<file path="config.mk">
export PLATFORM = sky130hd
export DESIGN_NAME = lsu_subword_rmw_flat
export DESIGN_NICKNAME = d
export VERILOG_FILES = /design/src/rtl/lsu_subword_rmw_if.sv /design/src/rtl/lsu_subword_rmw.sv /design/src/flat_wrapper.sv
export SDC_FILE = /design/constraint.sdc
export NUM_CORES = 1
export LEC_CHECK = 0
export CORE_MARGIN = 10
export CORE_UTILIZATION = 51
export CTS_BUF_LIST = sky130_fd_sc_hd__clkbuf_8
export DETAILED_ROUTE_END_ITERATION = 7
export PLACE_DENSITY = 0.94
export SKIP_LAST_GASP = 1
export SLEW_MARGIN = 20
export SYNTH_ARGS = -nofsm -noshare
export SYNTH_HDL_FRONTEND = slang
export SYNTH_SLANG_ARGS = --single-unit
</file>
<file path="constraint.sdc">
create_clock -name clk -period 11.3 [get_ports clk]
set_input_delay 1.13 -clock clk [delete_from_list [all_inputs] [get_ports clk]]
set_output_delay 1.13 -clock clk [all_outputs]
set_load 0.02 [all_outputs]
</file>
<file path="src/rtl/lsu_subword_rmw_if.sv">
// Core-side request/response and data-memory signals of the subword load/store unit.
// The slave modport is the LSU. The master modport is its environment (core plus memory).
interface lsu_subword_rmw_if;
  logic        lsu_req_valid;
  logic        lsu_req_ready;
  logic        lsu_req_write;
  logic [2:0]  lsu_req_funct3;
  logic [31:0] lsu_req_address;
  logic [31:0] lsu_req_write_data;
  logic        lsu_resp_valid;
  logic [31:0] lsu_resp_read_data;
  logic        lsu_resp_fault;
  logic        data_mem_write_enable;
  logic [31:0] data_mem_address;
  logic [31:0] data_mem_write_data;
  logic [31:0] data_mem_read_data;

  modport slave (
    input  lsu_req_valid, lsu_req_write, lsu_req_funct3, lsu_req_address,
           lsu_req_write_data, data_mem_read_data,
    output lsu_req_ready, lsu_resp_valid, lsu_resp_read_data, lsu_resp_fault,
           data_mem_write_enable, data_mem_address, data_mem_write_data
  );

  modport master (
    output lsu_req_valid, lsu_req_write, lsu_req_funct3, lsu_req_address,
           lsu_req_write_data, data_mem_read_data,
    input  lsu_req_ready, lsu_resp_valid, lsu_resp_read_data, lsu_resp_fault,
           data_mem_write_enable, data_mem_address, data_mem_write_data
  );
endinterface

</file>
<file path="src/rtl/lsu_subword_rmw.sv">
// Multi-cycle load/store unit in front of a word-only memory. It performs byte/half loads
// with extension and byte/half stores by read-modify-write, and rejects faulting requests.
module lsu_subword_rmw #(
  parameter int unsigned MEM_WORDS = 64
) (
  input logic             clk,
  input logic             reset,
  lsu_subword_rmw_if.slave bus
);

  typedef enum logic [1:0] {StIdle, StRd, StWr, StResp} state_e;

  state_e      state_q;
  logic        req_write_q;
  logic [2:0]  req_funct3_q;
  logic [31:0] req_addr_q;
  logic [15:0] req_wdata_q;
  logic        ready_q;
  logic        resp_valid_q;
  logic [31:0] resp_data_q;
  logic        resp_fault_q;
  logic        we_q;
  logic [31:0] wdata_q;

  function automatic logic req_fault(input logic wr, input logic [2:0] f3,
                                     input logic [31:0] addr, input logic [29:0] words);
    logic legal;
    logic misalign;
    if (wr) legal = (f3 == 3'b000) || (f3 == 3'b001) || (f3 == 3'b010);
    else    legal = (f3 == 3'b000) || (f3 == 3'b001) || (f3 == 3'b010) ||
                    (f3 == 3'b100) || (f3 == 3'b101);
    misalign = ((f3[1:0] == 2'b01) && addr[0]) ||
               ((f3[1:0] == 2'b10) && (addr[1:0] != 2'b00));
    return !legal || misalign || (addr[31:2] >= words);
  endfunction

  function automatic logic [31:0] load_extract(input logic [31:0] word, input logic [2:0] f3,
                                               input logic [1:0] off);
    logic [7:0]  b;
    logic [15:0] h;
    b = word[{off, 3'b000} +: 8];
    h = off[1] ? word[31:16] : word[15:0];
    case (f3)
      3'b000:  return {{24{b[7]}}, b};
      3'b001:  return {{16{h[15]}}, h};
      3'b100:  return {24'h0, b};
      3'b101:  return {16'h0, h};
      default: return word;
    endcase
  endfunction

  function automatic logic [31:0] store_merge(input logic [31:0] word, input logic [15:0] wd,
                                              input logic [2:0] f3, input logic [1:0] off);
    logic [31:0] r;
    r = word;
    if (f3 == 3'b000) r[{off, 3'b000} +: 8] = wd[7:0];
    else if (off[1])  r[31:16] = wd;
    else              r[15:0]  = wd;
    return r;
  endfunction

  always_ff @(posedge clk or posedge reset) begin
    if (reset) begin
      state_q      <= StIdle;
      req_write_q  <= 1'b0;
      req_funct3_q <= 3'b000;
      req_addr_q   <= 32'h0;
      req_wdata_q  <= 16'h0;
      ready_q      <= 1'b1;
      resp_valid_q <= 1'b0;
      resp_data_q  <= 32'h0;
      resp_fault_q <= 1'b0;
      we_q         <= 1'b0;
      wdata_q      <= 32'h0;
    end else begin
      // Pulse-style outputs fall back to zero unless a transition below raises them.
      resp_valid_q <= 1'b0;
      resp_data_q  <= 32'h0;
      resp_fault_q <= 1'b0;
      we_q         <= 1'b0;
      wdata_q      <= 32'h0;
      unique case (state_q)
        StIdle: begin
          if (bus.lsu_req_valid) begin
            req_write_q  <= bus.lsu_req_write;
            req_funct3_q <= bus.lsu_req_funct3;
            req_addr_q   <= bus.lsu_req_address;
            req_wdata_q  <= bus.lsu_req_write_data[15:0];
            ready_q      <= 1'b0;
            if (req_fault(bus.lsu_req_write, bus.lsu_req_funct3, bus.lsu_req_address,
                          30'(MEM_WORDS))) begin
              state_q      <= StResp;
              resp_valid_q <= 1'b1;
              resp_fault_q <= 1'b1;
            end else if (bus.lsu_req_write && (bus.lsu_req_funct3 == 3'b010)) begin
              state_q <= StWr;
              we_q    <= 1'b1;
              wdata_q <= bus.lsu_req_write_data;
            end else begin
              state_q <= StRd;
            end
          end
        end
        StRd: begin
          // The word read this cycle is merged or extracted directly into the next-state regs.
          if (req_write_q) begin
            state_q <= StWr;
            we_q    <= 1'b1;
            wdata_q <= store_merge(bus.data_mem_read_data, req_wdata_q, req_funct3_q,
                                   req_addr_q[1:0]);
          end else begin
            state_q      <= StResp;
            resp_valid_q <= 1'b1;
            resp_data_q  <= load_extract(bus.data_mem_read_data, req_funct3_q,
                                         req_addr_q[1:0]);
          end
        end
        StWr: begin
          state_q      <= StResp;
          resp_valid_q <= 1'b1;
        end
        StResp: begin
          state_q <= StIdle;
          ready_q <= 1'b1;
        end
        default: state_q <= StIdle;
      endcase
    end
  end

  assign bus.lsu_req_ready         = ready_q;
  assign bus.lsu_resp_valid        = resp_valid_q;
  assign bus.lsu_resp_read_data    = resp_data_q;
  assign bus.lsu_resp_fault        = resp_fault_q;
  assign bus.data_mem_write_enable = we_q;
  assign bus.data_mem_address      = {req_addr_q[31:2], 2'b00};
  assign bus.data_mem_write_data   = wdata_q;

endmodule

</file>
<file path="src/flat_wrapper.sv">
// flat-port wrapper written by rule: the top's interface ports become plain ports
module lsu_subword_rmw_flat 
#(
  parameter int unsigned MEM_WORDS = 64
)
  (clk, reset, bus_lsu_req_valid, bus_lsu_req_write, bus_lsu_req_funct3, bus_lsu_req_address, bus_lsu_req_write_data, bus_data_mem_read_data, bus_lsu_req_ready, bus_lsu_resp_valid, bus_lsu_resp_read_data, bus_lsu_resp_fault, bus_data_mem_write_enable, bus_data_mem_address, bus_data_mem_write_data);
  lsu_subword_rmw_if bus_i ();
  input logic clk;
  input logic reset;
  input wire logic [$bits(bus_i.lsu_req_valid)-1:0] bus_lsu_req_valid;
  input wire logic [$bits(bus_i.lsu_req_write)-1:0] bus_lsu_req_write;
  input wire logic [$bits(bus_i.lsu_req_funct3)-1:0] bus_lsu_req_funct3;
  input wire logic [$bits(bus_i.lsu_req_address)-1:0] bus_lsu_req_address;
  input wire logic [$bits(bus_i.lsu_req_write_data)-1:0] bus_lsu_req_write_data;
  input wire logic [$bits(bus_i.data_mem_read_data)-1:0] bus_data_mem_read_data;
  output wire logic [$bits(bus_i.lsu_req_ready)-1:0] bus_lsu_req_ready;
  output wire logic [$bits(bus_i.lsu_resp_valid)-1:0] bus_lsu_resp_valid;
  output wire logic [$bits(bus_i.lsu_resp_read_data)-1:0] bus_lsu_resp_read_data;
  output wire logic [$bits(bus_i.lsu_resp_fault)-1:0] bus_lsu_resp_fault;
  output wire logic [$bits(bus_i.data_mem_write_enable)-1:0] bus_data_mem_write_enable;
  output wire logic [$bits(bus_i.data_mem_address)-1:0] bus_data_mem_address;
  output wire logic [$bits(bus_i.data_mem_write_data)-1:0] bus_data_mem_write_data;
  assign bus_i.lsu_req_valid = bus_lsu_req_valid;
  assign bus_i.lsu_req_write = bus_lsu_req_write;
  assign bus_i.lsu_req_funct3 = bus_lsu_req_funct3;
  assign bus_i.lsu_req_address = bus_lsu_req_address;
  assign bus_i.lsu_req_write_data = bus_lsu_req_write_data;
  assign bus_i.data_mem_read_data = bus_data_mem_read_data;
  assign bus_lsu_req_ready = bus_i.lsu_req_ready;
  assign bus_lsu_resp_valid = bus_i.lsu_resp_valid;
  assign bus_lsu_resp_read_data = bus_i.lsu_resp_read_data;
  assign bus_lsu_resp_fault = bus_i.lsu_resp_fault;
  assign bus_data_mem_write_enable = bus_i.data_mem_write_enable;
  assign bus_data_mem_address = bus_i.data_mem_address;
  assign bus_data_mem_write_data = bus_i.data_mem_write_data;
  lsu_subword_rmw #(.MEM_WORDS(MEM_WORDS)) u_core (.clk(clk), .reset(reset), .bus(bus_i));
endmodule
</file>
==> results.toml <==
[outcome]
status = "finished clean"

[synth]
synth_edf_count = 0
synth-compound-area-share_pct = 17.1
synth_top_family_by_area = "compound AO/OA/AOI/OAI gates"
synth-xor-area-share_pct = 0
syn-cell-area_mm2 = 0.00593
synth.area.top_cells = "dfrtp_1, mux2_2, buf_4, a21o_1, a221oi_1"
ys_warn_count = 0
ys_seq_area_share_pct = 51.5
synthFlopType = "dfrtp_1"
synthMostInstantiatedCell = "dfrtp_1"
synth_top_area_share_pct = 51.1
synthDistinctLibCells = 47
async_flop_share_pct = 100
synthAdderAreaFrac_pct = 1.90
syn_area_per_cell_um2 = 11.3
synthCells = 524
yosys-mux-area-fraction_pct = 13.1
yosys.area.top_type = "dfrtp_1"
synthSimpleGateAreaFrac_pct = 7.49
synth_seq_cells = 122
synthTopCellsByCount = "dfrtp_1, mux2_2, buf_4, inv_1, a21o_1"

[min_path]
min_delay_worst_endpoint = "u_core.req_addr_q[21]"
hp-class = "reg2reg"
hp-start = "u_core.req_addr_q[21]"
whs_path_depth = 1

[layout]
diodes = 0
fin_area_mm2 = 0.00816
fin_nets = 796
area_growth_syn_to_layout_pct = 37.6
seqCellArea_mm2 = 0.00305
multi_input_area_mm2 = 0.00236
drive_above_1_share_pct = 14.1
nFillCells = 813

[timing]
clock_skew_ns = 0.0107
slew_headroom_pct = 29.1
hold_viol = 0
rsz0062_at_grt = "false"
finalCritPeriodShare_pct = 25.5
tightest_slew_ns = 1.06
setup_violations = 0
period_needed_ns = 2.88
setup_tns_ns = 0
drv_slew = 0
max_freq_mhz = 348

[clocking]
root_buffer = "clkbuf_8"
clock_latency_ns = 0.44
cts_buffers = 17
clkSinkCount = 122
cts_setup_buffers = 0
path_clk_slew_ns = 0.08
cts_resized = 0
cts_tree = "yes"
h-tree-depth = 4
cts_hold_buf = 0
cts_buffer_depth = 2

[floorplan]
die_area_mm2 = 0.0163
rows = 39
io_pins = 203
fp.dieW_um = 128
initial_core_util_pct = 51.9
die_y_um = 128
coreArea_mm2 = 0.0114

[routing]
first_pass_iters = 6
vias_per_cell = 5.97
vias = 5016
wire_per_inst_um = 23.3
drc_errors = 0
drt_first_iter_violations = 475
antenna_left = 0
drt-total-wl_um = 19500

[critical_path]
r2r_start = "u_core.req_funct3_q[1]"
critPathSlowestCell = "a2111oi_4"
critPathMaxStageDelay_ns = 0.92
rr_worst_depth = 4
ff2ff_setup_slack_ns = 8.56
worst-setup-path-type = "in2reg"
cp_cell_sequence = "clkdlybuf4s50_1 > mux4_2 > nand2b_1 > a2111oi_4 > a21o_1"
worst_ep_required_time_ns = 11.67
reg2reg_to = "u_core.bus.data_mem_write_data[23]"
cp.arrival_ns = 3.25
crit_family = "compound AO/OA/AOI/OAI gates"
cp.depth = 5
path_buf_inv = 1
critPathMaxFanout = 16
critPathLaunchType = "primary input"
cp-end-kind = "flop"

[place]
gp_congestion = 0.899
hpwl_um = 14900
placed_area_mm2 = 0.00775
io_buffer_count = 200

[power]
powerDensity_mw_per_mm2 = 258
power_mw = 2.11
power_leakage_nw = 3.79
vdd_ir_drop_max_uv = 177

[global_routing]
antenna_found_initial = 0
overflow = 0
grt_usage_pct = 23.5
grt_first_pass_wirelength_um = 30100
grt_max_degree = 93
grt_pass1_vias = 5452

[job]
cap_viol_max_count = 0
sequential cells by signal, indices dropped and copies added (netlist names), 2 cells and up:
name / count
u_core.req_funct3_q: 3
u_core.bus.data_mem_write_data: 32
u_core.req_wdata_q: 16
u_core.state_q: 2
u_core.req_addr_q: 32
u_core.bus.lsu_resp_read_data: 32
layout make-up:
cell class	count	area share, %
clock buffers	19	3.21
flip-flops and latches	122	37.4
multi-input cells	304	29.0
clock inverters	13	1.58
inverters	34	1.60
repair buffers	205	25.0
well taps	143	2.19
layer usage:
metal  vias to the layer above  routed length, um  global-route usage, %
met2                       319               9400                   37.7
met1                      2455               7090                   26.7
met3                        54               2380                   10.0
met5                         -                  0                      0
met4                         0                679                   10.3
li1                       2188                  -                      -
kinds of logic after synthesis:
group                    count (synthesis)
AO/OA/AOI/OAI                          141
flip-flops                             122
buffers and inverters                   99
AND/OR/NAND/NOR                         82
multiplexers                            70
adder cells (fa/ha/maj)                  9
other                                    1
power breakdown:
group / leakage (nW) / switching [mW] / internal, mW
logic: 2.03 / 0.535 / 0.472
clock network: 0.192 / 0.177 / 0.205
registers: 1.57 / 0.121 / 0.599
total: 3.79 / 0.833 / 1.28
cells in the final DEF, fill, tap and decap left out, types with 10 or more instances in the layout:
cell             netlist  final
mux2i_1               17     17
a221oi_1              23     23
dfrtp_1              121    121
clkdlybuf4s50_1        0    200
a21oi_1               21     21
clkbuf_8               0     19
a21o_1                32     32
nor2_1                10     10
o21ai_0               13     13
o22ai_1               25     25
mux2_2                52     52
nand2_1               30     30
inv_1                 33     34
a22o_1                15     15
how the worst max path moves through the flow:
stage                                          start                                 end  slack (ns)
after floorplan                                reset   u_core.bus.data_mem_write_data[0]        6.93
final                     bus_data_mem_read_data[15]   u_core.bus.lsu_resp_read_data[28]        8.42
after global routing      bus_data_mem_read_data[15]   u_core.bus.lsu_resp_read_data[17]        8.31
after detailed placement  bus_data_mem_read_data[15]   u_core.bus.lsu_resp_read_data[28]        8.03
after CTS                       u_core.req_addr_q[0]  u_core.bus.data_mem_write_data[31]        8.30
after global placement    bus_data_mem_read_data[15]   u_core.bus.lsu_resp_read_data[28]        8.09
stage by stage:
stage	utilization, %	setup slack, ns	cells	hold WS (ns)
after CTS	71.3	8.30	839	0.511
final	71.4	8.42	840	0.508
after global routing	71.4	8.31	840	0.531
after detailed placement	67.9	8.03	807	0.497
after global placement	67.9	8.09	807	0.487
after floorplan	-	6.93	525	0.470
No activity file was read; power rests on OpenSTA's default activity.
